==> src/rtl/enemy_run_anim_ctrl_if.sv <==
// Pixel-fetch bus between the enemy controller, the video timing, the sprite ROM
// and the frame compositor.
interface enemy_run_anim_ctrl_if #(
  parameter int SPR_W   = 32,
  parameter int SPR_H   = 32,
  parameter int NUM_RUN = 6,
  parameter int NUM_DIE = 3
);
  localparam int ADDR_W = $clog2((NUM_RUN + NUM_DIE) * SPR_W * SPR_H);

  logic [9:0]        DrawX;
  logic [9:0]        DrawY;
  logic [ADDR_W-1:0] rom_addr;
  logic [2:0]        rom_index;
  logic [2:0]        pal_index;
  logic              pixel_valid;

  modport master (
    input  DrawX, DrawY, rom_index,
    output rom_addr, pal_index, pixel_valid
  );

  modport slave (
    output DrawX, DrawY, rom_index,
    input  rom_addr, pal_index, pixel_valid
  );
endinterface

==> src/rtl/enemy_run_anim_ctrl.sv <==
// Running enemy sprite: movement, run/death animation FSM and a fixed 3-cycle
// pixel fetch pipeline (box test + ROM address, ROM read, palette/opaque flag).
//
// state | meaning
// IDLE  | no enemy on screen, waiting for spawn
// RUN   | moving SPEED px per frame_tick, cycling run frames
// DYING | frozen in place, playing death frames once, then IDLE
module enemy_run_anim_ctrl #(
  parameter int SPR_W       = 32,
  parameter int SPR_H       = 32,
  parameter int NUM_RUN     = 6,
  parameter int NUM_DIE     = 3,
  parameter int FRAME_TICKS = 6,
  parameter int SPEED       = 2,
  parameter int SCREEN_W    = 640
) (
  input  logic       Clk,
  input  logic       Reset,
  input  logic       frame_tick,
  input  logic       spawn,
  input  logic [9:0] spawn_x,
  input  logic [9:0] spawn_y,
  input  logic       spawn_dir,
  input  logic       hit,
  enemy_run_anim_ctrl_if.master pix,
  output logic       active,
  output logic [9:0] pos_x,
  output logic [9:0] pos_y
);

  localparam int ADDR_W  = $clog2((NUM_RUN + NUM_DIE) * SPR_W * SPR_H);
  localparam int FRAME_W = $clog2(NUM_RUN + NUM_DIE);
  localparam int TICK_W  = (FRAME_TICKS > 1) ? $clog2(FRAME_TICKS) : 1;
  localparam int COL_W   = (SPR_W > 1) ? $clog2(SPR_W) : 1;
  localparam int ROW_W   = (SPR_H > 1) ? $clog2(SPR_H) : 1;

  typedef enum logic [1:0] {
    IDLE  = 2'd0,
    RUN   = 2'd1,
    DYING = 2'd2
  } state_t;

  state_t              state, state_n;
  logic [9:0]          pos_x_n, pos_y_n;
  logic                dir, dir_n;
  logic [FRAME_W-1:0]  frame, frame_n;
  logic [TICK_W-1:0]   tick_cnt, tick_n;

  logic                tick_wrap;
  logic                at_edge;

  assign active    = (state != IDLE);
  assign tick_wrap = (tick_cnt == TICK_W'(FRAME_TICKS - 1));

  // Stop before the move that would put any part of the sprite off screen.
  assign at_edge = dir ? (({1'b0, pos_x} + 11'(SPR_W + SPEED)) > 11'(SCREEN_W))
                       : (pos_x < 10'(SPEED));

  always_ff @(posedge Clk) begin
    if (Reset) begin
      state    <= IDLE;
      pos_x    <= '0;
      pos_y    <= '0;
      dir      <= 1'b0;
      frame    <= '0;
      tick_cnt <= '0;
    end else begin
      state    <= state_n;
      pos_x    <= pos_x_n;
      pos_y    <= pos_y_n;
      dir      <= dir_n;
      frame    <= frame_n;
      tick_cnt <= tick_n;
    end
  end

  always_comb begin
    state_n = state;
    pos_x_n = pos_x;
    pos_y_n = pos_y;
    dir_n   = dir;
    frame_n = frame;
    tick_n  = tick_cnt;
    unique case (state)
      IDLE: begin
        if (spawn) begin
          state_n = RUN;
          pos_x_n = spawn_x;
          pos_y_n = spawn_y;
          dir_n   = spawn_dir;
          frame_n = '0;
          tick_n  = '0;
        end
      end
      RUN: begin
        if (hit) begin
          state_n = DYING;
          frame_n = FRAME_W'(NUM_RUN);
          tick_n  = '0;
        end else if (frame_tick) begin
          if (at_edge) begin
            state_n = IDLE;
          end else begin
            pos_x_n = dir ? (pos_x + 10'(SPEED)) : (pos_x - 10'(SPEED));
            if (tick_wrap) begin
              tick_n  = '0;
              frame_n = (frame == FRAME_W'(NUM_RUN - 1)) ? '0 : frame + 1'b1;
            end else begin
              tick_n = tick_cnt + 1'b1;
            end
          end
        end
      end
      DYING: begin
        if (frame_tick) begin
          if (tick_wrap) begin
            tick_n = '0;
            if (frame == FRAME_W'(NUM_RUN + NUM_DIE - 1)) begin
              state_n = IDLE;
            end else begin
              frame_n = frame + 1'b1;
            end
          end else begin
            tick_n = tick_cnt + 1'b1;
          end
        end
      end
      default: state_n = IDLE;
    endcase
  end

  // Stage 1: box test and ROM address. 11-bit compares so pos+SPR_W never wraps.
  logic [10:0]       draw_x_e, draw_y_e, pos_x_e, pos_y_e;
  logic              in_box_c;
  logic [COL_W-1:0]  col_raw, col;
  logic [ROW_W-1:0]  row;
  logic [ADDR_W-1:0] addr_c;

  assign draw_x_e = {1'b0, pix.DrawX};
  assign draw_y_e = {1'b0, pix.DrawY};
  assign pos_x_e  = {1'b0, pos_x};
  assign pos_y_e  = {1'b0, pos_y};

  assign in_box_c = active
                  && (draw_x_e >= pos_x_e) && (draw_x_e < pos_x_e + 11'(SPR_W))
                  && (draw_y_e >= pos_y_e) && (draw_y_e < pos_y_e + 11'(SPR_H));

  assign col_raw = COL_W'(draw_x_e - pos_x_e);
  assign row     = ROW_W'(draw_y_e - pos_y_e);
  assign col     = dir ? (COL_W'(SPR_W - 1) - col_raw) : col_raw;

  assign addr_c = ADDR_W'(frame) * ADDR_W'(SPR_W * SPR_H)
                + ADDR_W'(row)   * ADDR_W'(SPR_W)
                + ADDR_W'(col);

  logic in_box_d1, in_box_d2;

  always_ff @(posedge Clk) begin
    if (Reset) begin
      pix.rom_addr    <= '0;
      in_box_d1       <= 1'b0;
      in_box_d2       <= 1'b0;
      pix.pal_index   <= '0;
      pix.pixel_valid <= 1'b0;
    end else begin
      pix.rom_addr    <= in_box_c ? addr_c : '0;
      in_box_d1       <= in_box_c;
      in_box_d2       <= in_box_d1;
      pix.pal_index   <= in_box_d2 ? pix.rom_index : 3'd0;
      pix.pixel_valid <= in_box_d2 && (pix.rom_index != 3'd0);
    end
  end

endmodule

==> src/flat_wrapper.sv <==
// flat-port wrapper written by rule: the top's interface ports become plain ports
module enemy_run_anim_ctrl_flat 
#(
  parameter int SPR_W       = 32,
  parameter int SPR_H       = 32,
  parameter int NUM_RUN     = 6,
  parameter int NUM_DIE     = 3,
  parameter int FRAME_TICKS = 6,
  parameter int SPEED       = 2,
  parameter int SCREEN_W    = 640
)
  (Clk, Reset, frame_tick, spawn, spawn_x, spawn_y, spawn_dir, hit, active, pos_x, pos_y, pix_DrawX, pix_DrawY, pix_rom_index, pix_rom_addr, pix_pal_index, pix_pixel_valid);
  enemy_run_anim_ctrl_if #(.SPR_W(SPR_W), .SPR_H(SPR_H), .NUM_RUN(NUM_RUN), .NUM_DIE(NUM_DIE)) pix_i ();
  input  logic Clk;
  input  logic Reset;
  input  logic frame_tick;
  input  logic spawn;
  input  logic [9:0] spawn_x;
  input  logic [9:0] spawn_y;
  input  logic spawn_dir;
  input  logic hit;
  output logic active;
  output logic [9:0] pos_x;
  output logic [9:0] pos_y;
  input wire logic [$bits(pix_i.DrawX)-1:0] pix_DrawX;
  input wire logic [$bits(pix_i.DrawY)-1:0] pix_DrawY;
  input wire logic [$bits(pix_i.rom_index)-1:0] pix_rom_index;
  output wire logic [$bits(pix_i.rom_addr)-1:0] pix_rom_addr;
  output wire logic [$bits(pix_i.pal_index)-1:0] pix_pal_index;
  output wire logic [$bits(pix_i.pixel_valid)-1:0] pix_pixel_valid;
  assign pix_i.DrawX = pix_DrawX;
  assign pix_i.DrawY = pix_DrawY;
  assign pix_i.rom_index = pix_rom_index;
  assign pix_rom_addr = pix_i.rom_addr;
  assign pix_pal_index = pix_i.pal_index;
  assign pix_pixel_valid = pix_i.pixel_valid;
  enemy_run_anim_ctrl #(.SPR_W(SPR_W), .SPR_H(SPR_H), .NUM_RUN(NUM_RUN), .NUM_DIE(NUM_DIE), .FRAME_TICKS(FRAME_TICKS), .SPEED(SPEED), .SCREEN_W(SCREEN_W)) u_core (.Clk(Clk), .Reset(Reset), .frame_tick(frame_tick), .spawn(spawn), .spawn_x(spawn_x), .spawn_y(spawn_y), .spawn_dir(spawn_dir), .hit(hit), .pix(pix_i), .active(active), .pos_x(pos_x), .pos_y(pos_y));
endmodule
==> config.mk <==
export PLATFORM = sky130hd
export DESIGN_NAME = enemy_run_anim_ctrl_flat
export DESIGN_NICKNAME = d
export VERILOG_FILES = /design/src/rtl/enemy_run_anim_ctrl_if.sv /design/src/rtl/enemy_run_anim_ctrl.sv /design/src/flat_wrapper.sv
export SDC_FILE = /design/constraint.sdc
export NUM_CORES = 1
export LEC_CHECK = 0
export ABC_AREA = 1
export CAP_MARGIN = 0
export CELL_PAD_IN_SITES_DETAIL_PLACEMENT = 1
export CELL_PAD_IN_SITES_GLOBAL_PLACEMENT = 2
export CORE_AREA = 5 5 130 120
export CTS_CLUSTER_SIZE = 40
export DETAILED_ROUTE_END_ITERATION = 7
export DIE_AREA = 0 0 135 125
export PLACE_DENSITY_LB_ADDON = 0.05
export RECOVER_POWER = 50
export SETUP_SLACK_MARGIN = 0.05
export SLEW_MARGIN = 10
export SYNTH_ARGS = -nofsm -noshare
export SYNTH_HDL_FRONTEND = slang
export SYNTH_SLANG_ARGS = --single-unit
==> constraint.sdc <==
create_clock -name Clk -period 2.59 [get_ports Clk]
set_input_delay 0.259 -clock Clk [delete_from_list [all_inputs] [get_ports Clk]]
set_output_delay 0.259 -clock Clk [all_outputs]
set_load 0.05 [all_outputs]
==> flow_metrics.py <==
metrics = {
    "outcome": {
        "status": "completed",
    },
    "critical_path": {
        "ff2ff_path_depth": 13,
        "worst_path_most_repeated_cell": "nor2_1",
        "max_stage_delay_ps": 380,
        "end_kind": "flip-flop",
        "crit_type": "reg -> reg",
        "startpoint_type": "flip-flop",
        "worst_path_max_delay_cell": "ha_1",
        "arrival_ps": 2600,
        "crit_fanout": 5,
        "crit_chain": "inv_1 -> ha_1 -> nand3b_1 -> nor2_1 -> nand3_1 -> nor2_1 -> nand3_1 -> nand3_2 -> nand2_4 -> a21boi_4 -> buf_4 -> nor2_1 -> nor2_1",
        "r2r_slack_ps": 230,
        "crit_required_ps": 2830,
    },
    "timing": {
        "hold_viol": 0,
        "slew_violations": 0,
        "clock-skew-final_ps": 4.93,
        "worstMarginPinSlew_ps": 723,
        "period_share": 0.912,
        "tns_ps": 0,
        "setup-violations-final": 0,
        "clock.fmax_mhz": 423,
        "fin_crit_ps": 2360,
        "rsz0062_at_grt": "no",
        "max_slew_margin": 0.518,
    },
    "finish": {
        "drive_gt1_frac": 0.0800,
        "nFillCells": 1801,
        "final_common_cell": "nand2_1",
        "diodes": 0,
        "area_delta_synth_final_pct": 38.4,
        "mostFrequentLayoutCells": "104 x nand2_1, 76 x nor2_1, 68 x inv_1, 57 x clkdlybuf4s50_1, 48 x dfxtp_1",
        "final_cells": 848,
        "nets": 745,
        "post-route-cell-area_um2": 5170,
    },
    "pwr": {
        "power.density_nw_per_um2": 1060,
        "peakVddDrop_mv": 0.522,
        "p_sw_frac": 0.506,
        "p_int_mw": 2.71,
        "p_seq_frac": 0.203,
        "leakage_nw": 2.39,
        "p_sw_mw": 2.78,
        "power_frac_comb": 0.654,
        "p_clk_frac": 0.143,
    },
    "drt": {
        "via_per_inst": 4.57,
        "firstDrtPassIters": 4,
        "ant_nets": 0,
        "avgRoutedWirePerCell_um": 15.4,
        "vias": 3874,
        "drtIter0Drc": 147,
        "routed_wl_mm": 13.0,
        "drcViolationCount": 0,
    },
    "cts": {
        "cts_made_buffers": 5,
        "clockBufferDepth": 2,
        "tritoncts": "built",
        "cts_num_sinks": 50,
        "cts_root_buf": "clkbuf_16",
        "htree_levels": 2,
        "clk_latency_ps": 300,
        "clk_pin_slew_worst_paths_ps": 70,
    },
    "placed_design": {
        "place_inst": 839,
        "dpl_cell_area_um2": 4990,
        "globalplace.congestion": 0.844,
        "io_buffers": 87,
        "dp_hpwl_mm": 10.8,
    },
    "worst_hold_path": {
        "hold_path_class": "reg -> reg",
        "hold_depth": 2,
    },
    "floorplanning": {
        "row_count": 42,
        "die_y_um": 125,
        "core_um2": 14200,
        "dieWidth_um": 135,
        "start_util": 0.262,
        "io-pin-count": 88,
        "die_area_um2": 16900,
    },
    "job": {
        "cap_violations": 0,
    },
    "global_route": {
        "grt_first_pass_wirelength_mm": 21.0,
        "grt_pass1_vias": 3962,
        "antenna_found_initial": 0,
        "grt_max_degree": 22,
        "grt_util_all_layers": 0.155,
        "grt-ovfl-total": 0,
    },
    "synthesis": {
        "yosys_warnings": 0,
        "postSynthCellCount": 539,
        "ys_types": 40,
        "syn_avg_cell_area_um2": 6.93,
        "seq_area_frac_synth": 0.268,
        "synth.top_cell.area_share": 0.268,
        "yosys_register_bits": 50,
        "synth_nets": 635,
        "synth_area_um2": 3740,
        "yosys-top-cells-area": "dfxtp_1 27%, ha_1 15%, nand2_1 10%",
        "synth_top_area_cell": "dfxtp_1",
    },
}
-- cell usage after synthesis --
library cell / n
a2111oi_4: 1
a211oi_1: 2
a21boi_0: 1
a21boi_4: 1
a21oi_1: 40
a31oi_1: 2
and2_1: 1
buf_2: 5
buf_6: 1
clkbuf_1: 4
clkinv_1: 2
dfxtp_1: 50
fa_1: 2
ha_1: 45
inv_1: 67
inv_2: 3
nand2_1: 104
nand2_2: 2
nand2_4: 4
nand2b_1: 1
nand3_1: 28
nand3_2: 2
nand3_4: 1
nand3b_1: 2
nand4_1: 12
nor2_1: 76
nor2_4: 1
nor3_1: 1
nor4_1: 1
o2111ai_1: 1
o211ai_1: 2
o21a_1: 4
o21ai_0: 43
o21ai_1: 1
o21ai_2: 2
o22ai_1: 1
o31ai_1: 3
or2_1: 1
xnor2_1: 6
xor2_1: 13
-- power by group through the flow --
stage	Clock [mW]	Sequential [mW]	Combinational, mW
after floorplan	0	1.54	1.95
after global placement	0	1.13	3.58
after detailed placement	0	1.13	3.60
after CTS	0.813	1.12	3.62
after global routing	0.855	1.14	3.98
final	0.786	1.11	3.59
-- cell type report --
cell class	instances	area, um^2	share of cell area
Multi-Input combinational cell	407	2420	0.468
Inverter	72	270	0.0523
Sequential cell	50	1000	0.194
Tap cell	198	248	0.0479
Clock inverter	3	43.8	0.00847
Timing Repair Buffer	113	1060	0.205
Clock buffer	5	125	0.0242
-- repair_timing --
action                     in CTS  in global routing
gates resized for setup         0                  2
setup buffers                   0                  1
hold buffers                    0                  0
setup endpoints to repair       0                 15
-- sequential cells by signal (all words and copies together), names as in the netlist --
name / count
u_core.pix.rom_addr: 14
u_core.pix.pixel_valid: 1
u_core.dir: 1
u_core.pos_x: 10
u_core.in_box_d1: 1
u_core.frame: 4
u_core.in_box_d2: 1
u_core.tick_cnt: 3
u_core.pix.pal_index: 3
u_core.state: 2
u_core.pos_y: 10
-- per-stage QoR --
step,setup WS (ps),hold slack [ps],total power [mW],util
2_1_floorplan,94.1,321,3.49,-
3_3_place_gp,150,391,4.71,0.351
3_5_place_dp,69.2,396,4.73,0.351
4_1_cts,122,401,5.55,0.362
5_1_grt,65.9,424,5.98,0.363
6_report,229,402,5.49,0.363
-- routing by layer --
layer | part of all wire | wire (um) | GRT usage
met2 | 0.44 | 5760 | 0.246
met3 | 0.056 | 733 | 0.0333
met5 | 0 | 0 | 0
met1 | 0.49 | 6420 | 0.218
met4 | 0.011 | 139 | 0.0356
-- critical path, delay by kind of cell (launching register included) --
family	cells	cell delay, ps
adders and majority gates	1	380
DFF	1	330
AOI/OAI and AO/OA	1	230
and+or+nand+nor	9	1060
buffers and inverters	2	300
-- cells by family after synthesis --
kind of cell,Yosys count,share of synthesized area
simple gates,237,0.279
compound gates,104,0.161
buf+inv,82,0.0861
flops,50,0.268
fa+ha+maj,47,0.161
xor+xnor,19,0.0445
-- path summary, 6_finish.rpt --
check / start / to
setup / recovery: u_core.pos_x[1]$_SDFFE_PP0P_ / u_core.pos_x[9]$_SDFFE_PP0P_
hold / removal: u_core.in_box_d1$_SDFF_PP0_ / u_core.in_box_d2$_SDFF_PP0_
setup reg to reg: u_core.pos_x[1]$_SDFFE_PP0P_ / u_core.pos_x[9]$_SDFFE_PP0P_
hold reg to reg: u_core.in_box_d1$_SDFF_PP0_ / u_core.in_box_d2$_SDFF_PP0_
No activity file was read; power rests on OpenSTA's default activity.
